==> config.mk <==
export PLATFORM = sky130hd
export DESIGN_NAME = target_generator
export DESIGN_NICKNAME = d
export VERILOG_FILES = /design/src/rtl/target_pkg.sv /design/src/rtl/target_lfsr.sv /design/src/rtl/target_generator.sv
export SDC_FILE = /design/constraint.sdc
export NUM_CORES = 1
export LEC_CHECK = 0
export CORE_MARGIN = 5
export CORE_UTILIZATION = 46
export CTS_CLUSTER_SIZE = 14
export DETAILED_ROUTE_END_ITERATION = 6
export PLACE_DENSITY_LB_ADDON = 0.15
export SLEW_MARGIN = 20
export SYNTH_ARGS = -nofsm -noshare
export SYNTH_HDL_FRONTEND = slang
export SYNTH_SLANG_ARGS = --single-unit
export TNS_END_PERCENT = 20
==> constraint.sdc <==
create_clock -name CLK -period 3.05 [get_ports CLK]
set_clock_uncertainty 0.1 [all_clocks]
set_input_delay 0.915 -clock CLK [delete_from_list [all_inputs] [get_ports CLK]]
set_output_delay 0.915 -clock CLK [all_outputs]
set_load 0.03 [all_outputs]
==> src/rtl/target_pkg.sv <==
// Shared types and constants for the target generator: FSM states, LFSR tap mask,
// default playfield geometry and the LFSR step function.
package target_pkg;

    typedef enum logic [1:0] {
        REGEN = 2'd0,
        ARMED = 2'd1,
        HIT   = 2'd2
    } state_e;

    localparam int LFSR_W = 16;
    localparam logic [LFSR_W-1:0] LFSR_TAPS = 16'hB400;

    localparam int          DEF_X_W   = 8;
    localparam int          DEF_Y_W   = 7;
    localparam int unsigned DEF_X_MAX = 159;
    localparam int unsigned DEF_Y_MAX = 119;

    // Right-shifting Galois step for taps 16,14,13,11.
    function automatic logic [LFSR_W-1:0] lfsr_step(input logic [LFSR_W-1:0] s);
        logic [LFSR_W-1:0] n;
        n = {1'b0, s[LFSR_W-1:1]};
        if (s[0]) begin
            n = n ^ LFSR_TAPS;
        end else begin
            n = n;
        end
        return n;
    endfunction

endpackage

==> src/rtl/target_lfsr.sv <==
// Free-running 16-bit Galois LFSR with seed load on reset and recovery from the
// all-zero lock-up state.
module target_lfsr
    import target_pkg::*;
#(
    parameter logic [LFSR_W-1:0] SEED = 16'hACE1
) (
    input  logic              clk,
    input  logic              rst_n,
    output logic [LFSR_W-1:0] state
);

    logic [LFSR_W-1:0] state_q;
    logic [LFSR_W-1:0] state_d;

    // Next LFSR value; an all-zero register would never move again, so reseed it.
    always_comb begin
        if (state_q == {LFSR_W{1'b0}}) begin
            state_d = SEED;
        end else begin
            state_d = lfsr_step(state_q);
        end
    end

    // LFSR state register.
    always_ff @(posedge clk or negedge rst_n) begin
        if (!rst_n) begin
            state_q <= SEED;
        end else begin
            state_q <= state_d;
        end
    end

    assign state = state_q;

endmodule

==> src/rtl/target_generator.sv <==
// Places a pseudo-random target on the grid and pulses REACHED_TARGET when the player
// lands on it. Define TARGET_TIMEOUT_EN to relocate a target left untouched too long.
module target_generator
    import target_pkg::*;
#(
    parameter int                X_W            = DEF_X_W,
    parameter int                Y_W            = DEF_Y_W,
    parameter int unsigned       X_MAX          = DEF_X_MAX,
    parameter int unsigned       Y_MAX          = DEF_Y_MAX,
    parameter logic [LFSR_W-1:0] LFSR_SEED      = 16'hACE1,
    parameter int unsigned       TIMEOUT_CYCLES = 50_000_000
) (
    input  logic           CLK,
    input  logic           RESET,
    input  logic           ENABLE,
    input  logic [X_W-1:0] PLAYER_X,
    input  logic [Y_W-1:0] PLAYER_Y,
    output logic [X_W-1:0] TARGET_X,
    output logic [Y_W-1:0] TARGET_Y,
    output logic           TARGET_VALID,
    output logic           REACHED_TARGET,
    output logic           TARGET_MISSED
);

    localparam logic [X_W-1:0] X_LIM = X_W'(X_MAX);
    localparam logic [Y_W-1:0] Y_LIM = Y_W'(Y_MAX);

    logic [LFSR_W-1:0] lfsr_s;
    logic [X_W-1:0]    cand_x_s;
    logic [Y_W-1:0]    cand_y_s;
    logic              cand_ok_s;
    logic              hit_s;
    logic              timeout_s;
    logic              unused_lfsr_s;

    state_e         state_q,   state_d;
    logic [X_W-1:0] target_x_q, target_x_d;
    logic [Y_W-1:0] target_y_q, target_y_d;
    logic           valid_q,   valid_d;
    logic           reached_q, reached_d;
    logic           missed_q,  missed_d;

    target_lfsr #(
        .SEED (LFSR_SEED)
    ) u_lfsr (
        .clk   (CLK),
        .rst_n (RESET),
        .state (lfsr_s)
    );

    assign cand_x_s      = lfsr_s[X_W-1:0];
    assign cand_y_s      = lfsr_s[LFSR_W-1:LFSR_W-Y_W];
    assign unused_lfsr_s = ^lfsr_s;

    // A candidate under the player would be hit instantly, so it is rejected too.
    assign cand_ok_s = (cand_x_s <= X_LIM) && (cand_y_s <= Y_LIM) &&
                       !((cand_x_s == PLAYER_X) && (cand_y_s == PLAYER_Y));

    assign hit_s = ENABLE && (PLAYER_X == target_x_q) && (PLAYER_Y == target_y_q);

`ifdef TARGET_TIMEOUT_EN
    localparam int CNT_W = (TIMEOUT_CYCLES > 32'd2) ? $clog2(TIMEOUT_CYCLES) : 1;
    localparam logic [CNT_W-1:0] CNT_LAST = CNT_W'(TIMEOUT_CYCLES - 32'd1);

    logic [CNT_W-1:0] cnt_q, cnt_d;

    assign timeout_s = ENABLE && (cnt_q == CNT_LAST);

    // Counts enabled ARMED cycles; any exit from ARMED clears it.
    always_comb begin
        cnt_d = cnt_q;
        if ((state_q == ARMED) && !hit_s && !timeout_s) begin
            if (ENABLE) begin
                cnt_d = cnt_q + CNT_W'(1);
            end else begin
                cnt_d = cnt_q;
            end
        end else begin
            cnt_d = {CNT_W{1'b0}};
        end
    end

    // Timeout counter register.
    always_ff @(posedge CLK or negedge RESET) begin
        if (!RESET) begin
            cnt_q <= {CNT_W{1'b0}};
        end else begin
            cnt_q <= cnt_d;
        end
    end
`else
    logic [31:0] unused_timeout_s;

    assign timeout_s        = 1'b0;
    assign unused_timeout_s = 32'(TIMEOUT_CYCLES);
`endif

    // FSM next state and next output values; pulses default low so they last one cycle.
    always_comb begin
        state_d    = state_q;
        target_x_d = target_x_q;
        target_y_d = target_y_q;
        valid_d    = valid_q;
        reached_d  = 1'b0;
        missed_d   = 1'b0;
        case (state_q)
            REGEN: begin
                if (cand_ok_s) begin
                    target_x_d = cand_x_s;
                    target_y_d = cand_y_s;
                    valid_d    = 1'b1;
                    state_d    = ARMED;
                end else begin
                    state_d    = REGEN;
                end
            end
            ARMED: begin
                if (hit_s) begin
                    reached_d = 1'b1;
                    state_d   = HIT;
                end else if (timeout_s) begin
                    missed_d  = 1'b1;
                    valid_d   = 1'b0;
                    state_d   = REGEN;
                end else begin
                    state_d   = ARMED;
                end
            end
            HIT: begin
                valid_d = 1'b0;
                state_d = REGEN;
            end
            default: begin
                valid_d = 1'b0;
                state_d = REGEN;
            end
        endcase
    end

    // FSM state and registered outputs.
    always_ff @(posedge CLK or negedge RESET) begin
        if (!RESET) begin
            state_q    <= REGEN;
            target_x_q <= {X_W{1'b0}};
            target_y_q <= {Y_W{1'b0}};
            valid_q    <= 1'b0;
            reached_q  <= 1'b0;
            missed_q   <= 1'b0;
        end else begin
            state_q    <= state_d;
            target_x_q <= target_x_d;
            target_y_q <= target_y_d;
            valid_q    <= valid_d;
            reached_q  <= reached_d;
            missed_q   <= missed_d;
        end
    end

    assign TARGET_X       = target_x_q;
    assign TARGET_Y       = target_y_q;
    assign TARGET_VALID   = valid_q;
    assign REACHED_TARGET = reached_q;
    assign TARGET_MISSED  = missed_q;

endmodule

* Word-level counts from Yosys, hierarchy flattened *
Index checks and enable logic that the tools add are counted.

operators by class
  $lt $le $gt $ge = 2
  equal/unequal tests = 6
  muxes and demuxes = 9
  bitwise operators = 2
  reductions and logical operators = 10

operator list
  operator            count
  $mux 16             2
  $eq 8x8->1          2
  $logic_not 16->1    1
  $eq 7x7->1          2
  $le 8x8->1 const B  1
  $le 7x7->1 const B  1
  $logic_and 1x1->1   5
  $mux 1              4
  $not 3->4           1
  $pmux 2 s2          1
  $reduce_and 2->1    2
  $eq 2x1->1 const B  1
  $logic_not 2->1     1
  $mux 2              1
  $ne 2x2->1 const B  1
  $pmux 1 s2          1
  $logic_not 1->1     1
  $not 1->1           1

word-level totals
  bits in registers = 35
  input bits = 18
  output and inout port bits = 18
  word-level logic and storage cells = 35

* Depth between registers and ports, before layout *
  depth after elaboration = 6
  gate-level depth with buffers = 7
  gate-level depth less buffers = 5

* Cells and area by module *
From an unflattened synthesis, not the netlist that was laid out.

second synthesis, totals
  cell total of the unflattened synthesis = 133
  area, all modules = 1741.7 µm²

modules (own cells, without submodules)
  module            instances  cells each  area each (µm²)  sequential area each (µm²)
  target_generator  1          85          1057.3           450.4
  target_lfsr       1          48          684.4            410.4

* Worst setup path after synthesis *
OpenSTA, ideal clock, no wires.

  kind = input port to flip-flop
  start = input PLAYER_X[7]
  end = register target_x_q[1], in the netlist TARGET_X[1]
  library setup time = 0.125 ns
  arrival time = 2.119 ns
  required time = 2.825 ns
  path slack = 0.706 ns
  stages on the path = 6
  path buffers = 1
  cells stage by stage = xnor2_1 > nand4_1 > nor4_2 > nor4_4 > buf_6 > mux2_2

on the way
  word-level cells in the longest chain between the ends = 5

RTL lines
  element                     line                     RTL
  from (decl)                 target_generator.sv:16   input logic [X_W-1:0] PLAYER_X,
  $eq 8x8->1                  target_generator.sv:57   !((cand_x_s == PLAYER_X) && (cand_y_s == PLAYER_Y));
  $logic_and 1x1->1           target_generator.sv:57
  $logic_not 1->1             target_generator.sv:57
  $logic_and 1x1->1           target_generator.sv:56   assign cand_ok_s = (cand_x_s <= X_LIM) && (cand_y_s <= Y_LIM) &&
  $reduce_and 2->1 (no line)  -
  to (signal assigned)        target_generator.sv:144  target_x_q <= {X_W{1'b0}};
  to (signal assigned)        target_generator.sv:151  target_x_q <= target_x_d;
  to (decl)                   target_generator.sv:37   logic [X_W-1:0] target_x_q, target_x_d;

No other way between the ends.
A chain may end at the register's enable or synchronous reset.

* Worst setup path after layout *
  start = input PLAYER_Y[4]
  end = register target_y_q[1], in the netlist TARGET_Y[1]

on the way
  word-level cells in the longest chain between the ends = 5

RTL lines
  element                     line                     RTL
  from (decl)                 target_generator.sv:17   input logic [Y_W-1:0] PLAYER_Y,
  $eq 7x7->1                  target_generator.sv:57
  $logic_and 1x1->1           target_generator.sv:57
  $logic_not 1->1             target_generator.sv:57
  $logic_and 1x1->1           target_generator.sv:56
  $reduce_and 2->1 (no line)  -
  to (signal assigned)        target_generator.sv:145  target_y_q <= {Y_W{1'b0}};
  to (signal assigned)        target_generator.sv:152  target_y_q <= target_y_d;
  to (decl)                   target_generator.sv:38   logic [Y_W-1:0] target_y_q, target_y_d;

No other way between the ends.

==> results.toml <==
[placed_design]
hpwlAfterDp_mm = 2.51
gp_congestion = 0.786
port_buffers = 34

[synth]
syn_area_per_cell_um2 = 12.8
synth_top_cell_area_share_pct = 41.0
yosys_warnings = 0
synthTopCellsByCount = "32 x xnor2_1, 26 x dfrtp_1, 15 x mux2_2, 9 x nand4_1, 8 x dfstp_2"
yosys.area.top_type = "dfrtp_1"
ys_ff_latch = 34
synthTopCellsByArea = "dfrtp_1 41%, xnor2_1 18%, dfstp_2 13%"
synth_most_common_cell = "xnor2_1"
async_flop_share_pct = 100
synth.net_count = 142
synth-seq-area-share_pct = 54.3
yosysUniqueCellTypes = 22
synthCells = 124
synth-edff-count = 0
synth_ff_type = "dfrtp_1"
syn_area_mm2 = 0.00159

[critical_path]
critPathLaunchType = "primary input"
r2r_slack_ps = 900
worst_ep_arrival_time_ps = 2760
r2r_start = "u_lfsr.state[0]$_DFF_PN1_"
rr_endpoint = "TARGET_Y[1]$_DFFE_PN0P_"
startpoint = "PLAYER_Y[4]"
endpoint = "TARGET_Y[1]$_DFFE_PN0P_"
worst_setup_path_end_kind = "flop"
cp_max_fo = 12
criticalPathCategory = "primary input to flop"
reg2reg_depth = 6
crit_required_ps = 3160

[cts]
cts_resized = 0
worstSkewPairLatency_ps = 320
cts_tree = "built"
post_cts_buffers = 0
clk_path_buf_depth = 2
cts-root-buf = "clkbuf_4"
cts.sinks = 34
clkTransAtPathRegs_ps = 100
hold_buffers = 0
htreeDepth = 2
cts_buffers = 5

[drt]
vias = 1054
dr.pass1.iters = 4
antenna_left = 0
wl_mm = 3.34
wl_per_cell_um = 15.5
first_iter_violations = 20
viasPerCell = 4.90
drc_errors = 0

[power]
p_leak_nw = 0.829
p_total_uw = 798
power.density_mw_per_mm2 = 381
vdd_drop_max_uv = 247

[cells_and_area]
nets = 186
multi_input_area_um2 = 668
syn2layout_area_growth_pct = 32.0
n_fill_cell = 292
regArea_um2 = 861
final_layout_size_suffix_gt1_share_pct = 27.8
diodes = 0

[timing]
setup_viol = 0
period_share_pct = 86.7
finalSetupTns_ps = 0
timing.final.hold_violations = 0
timing.final.crit_period_ps = 2640
maxSlewViolCount = 0
fmax_ghz = 0.378
grt_setup_unrepaired = "false"

[floorplanning]
die_area_mm2 = 0.00472
start_util_pct = 47.5
die_y_um = 68.7
rows = 21
core-area_mm2 = 0.00334
io_pins = 36
die_w_um = 68.7

[grt]
grt_pass1_vias = 1118
grt.met2_usage_pct = 25.0
grt_busiest_layer = "met2"
grtUsageTotal_pct = 16.0
use_met3_pct = 4.86
gr-total-overflow = 0
grt_start_max_net_pins = 35
grt_pass1_wl_mm = 5.47
use_met1_pct = 21.6
antenna_found_initial = 0

[hold_path]
hold_class = "flop to flop"

[run]
drv_cap = 0

[status]
status = "finished clean"
==> per-stage QoR <==
| step | setup slack (ps) | instance area, µm² | util [%] | instances | hold WS, ps |
|---|---|---|---|---|---|
| 2_1_floorplan | 706 | 1590 | - | 124 | 337 |
| 3_3_place_gp | -249 | 2020 | 60.6 | 206 | 320 |
| 3_5_place_dp | -252 | 2020 | 60.6 | 206 | 325 |
| 4_1_cts | 103 | 2080 | 62.4 | 214 | 340 |
| 5_1_grt | 334 | 2090 | 62.7 | 215 | 342 |
| 6_report | 407 | 2090 | 62.7 | 215 | 340 |
==> sequential cells by signal, indices dropped and copies added (netlist names) <==
signal and cells:
REACHED_TARGET 1, TARGET_VALID 1, TARGET_X 8, TARGET_Y 7, state_q 1, u_lfsr.state 16
==> power breakdown <==
group | switching, mW | total, mW | internal [mW]
combinational | 0.0376 | 0.0880 | 0.0504
clock | 0.142 | 0.254 | 0.112
sequential | 0.00235 | 0.456 | 0.454
total | 0.182 | 0.798 | 0.616
==> worst max-delay path: stages <==
cell and delay [ps]:
clkdlybuf4s50_1 450, xnor2_1 140, nand4_1 140, nor4_2 80, nor4_4 430, buf_6 240, mux2_2 350
==> per-layer routing <==
metal  wire, µm  share of wire [%]  up-vias
met5          0                  0        -
met4         14               0.42        0
met3        187                5.6        2
met2       1610                 48       28
met1       1530                 46      515
li1           -                  -      509
==> layout by cell type (no fill, tap or decap) <==
| cell | count |
|---|---|
| or4_1 | 1 |
| nand3_1 | 1 |
| nor4_2 | 1 |
| dfrtp_1 | 26 |
| nor4_4 | 1 |
| nand2_1 | 3 |
| dfstp_2 | 8 |
| buf_6 | 1 |
| clkbuf_8 | 1 |
| nor4_1 | 4 |
| nand4_1 | 9 |
| mux2_2 | 15 |
| a21o_2 | 1 |
| clkbuf_1 | 1 |
| xnor2_1 | 32 |
| inv_1 | 1 |
| clkdlybuf4s50_1 | 34 |
| conb_1 | 1 |
| clkinv_2 | 1 |
| clkbuf_4 | 5 |
| nand2b_1 | 6 |
| a31o_2 | 1 |
| o21ai_0 | 1 |
| buf_4 | 12 |
| xor2_1 | 1 |
| nor3b_1 | 1 |
==> worst min-delay path by stage <==
stage                                    start  cells past startpoint  slack (ps)                   endpoint
floorplan            u_lfsr.state[8]$_DFF_PN0_                      1         340  u_lfsr.state[7]$_DFF_PN1_
global placement    u_lfsr.state[10]$_DFF_PN1_                      0         320  u_lfsr.state[9]$_DFF_PN0_
detailed placement  u_lfsr.state[10]$_DFF_PN1_                      0         330  u_lfsr.state[9]$_DFF_PN0_
CTS                 u_lfsr.state[10]$_DFF_PN1_                      0         340  u_lfsr.state[9]$_DFF_PN0_
global route        u_lfsr.state[10]$_DFF_PN1_                      0         340  u_lfsr.state[9]$_DFF_PN0_
finish              u_lfsr.state[10]$_DFF_PN1_                      0         340  u_lfsr.state[9]$_DFF_PN0_
==> area by class of cell <==
cell class                      count  share of cell area, %
Sequential cell                    34                   41.1
Multi-Input combinational cell     79                   31.9
Timing Repair Buffer               47                   21.1
Tap cell                           46                   2.75
Clock buffer                        7                   2.63
Clock inverter                      1                  0.239
Inverter                            1                  0.179
==> logic make-up (layout without fill, tap and decap cells) <==
family / after synthesis / count (layout) / share of synthesized area (%)
flip-flops: 34 / 34 / 54.3
XOR/XNOR: 33 / 33 / 18.2
AND/OR/NAND/NOR: 27 / 27 / 11.6
multiplexers: 15 / 15 / 10.7
buffers and inverters: 11 / 56 / 3.55
AO/OA/AOI/OAI: 3 / 3 / 1.42
other: 1 / 1 / 0.237
No activity file was read; power rests on OpenSTA's default activity.
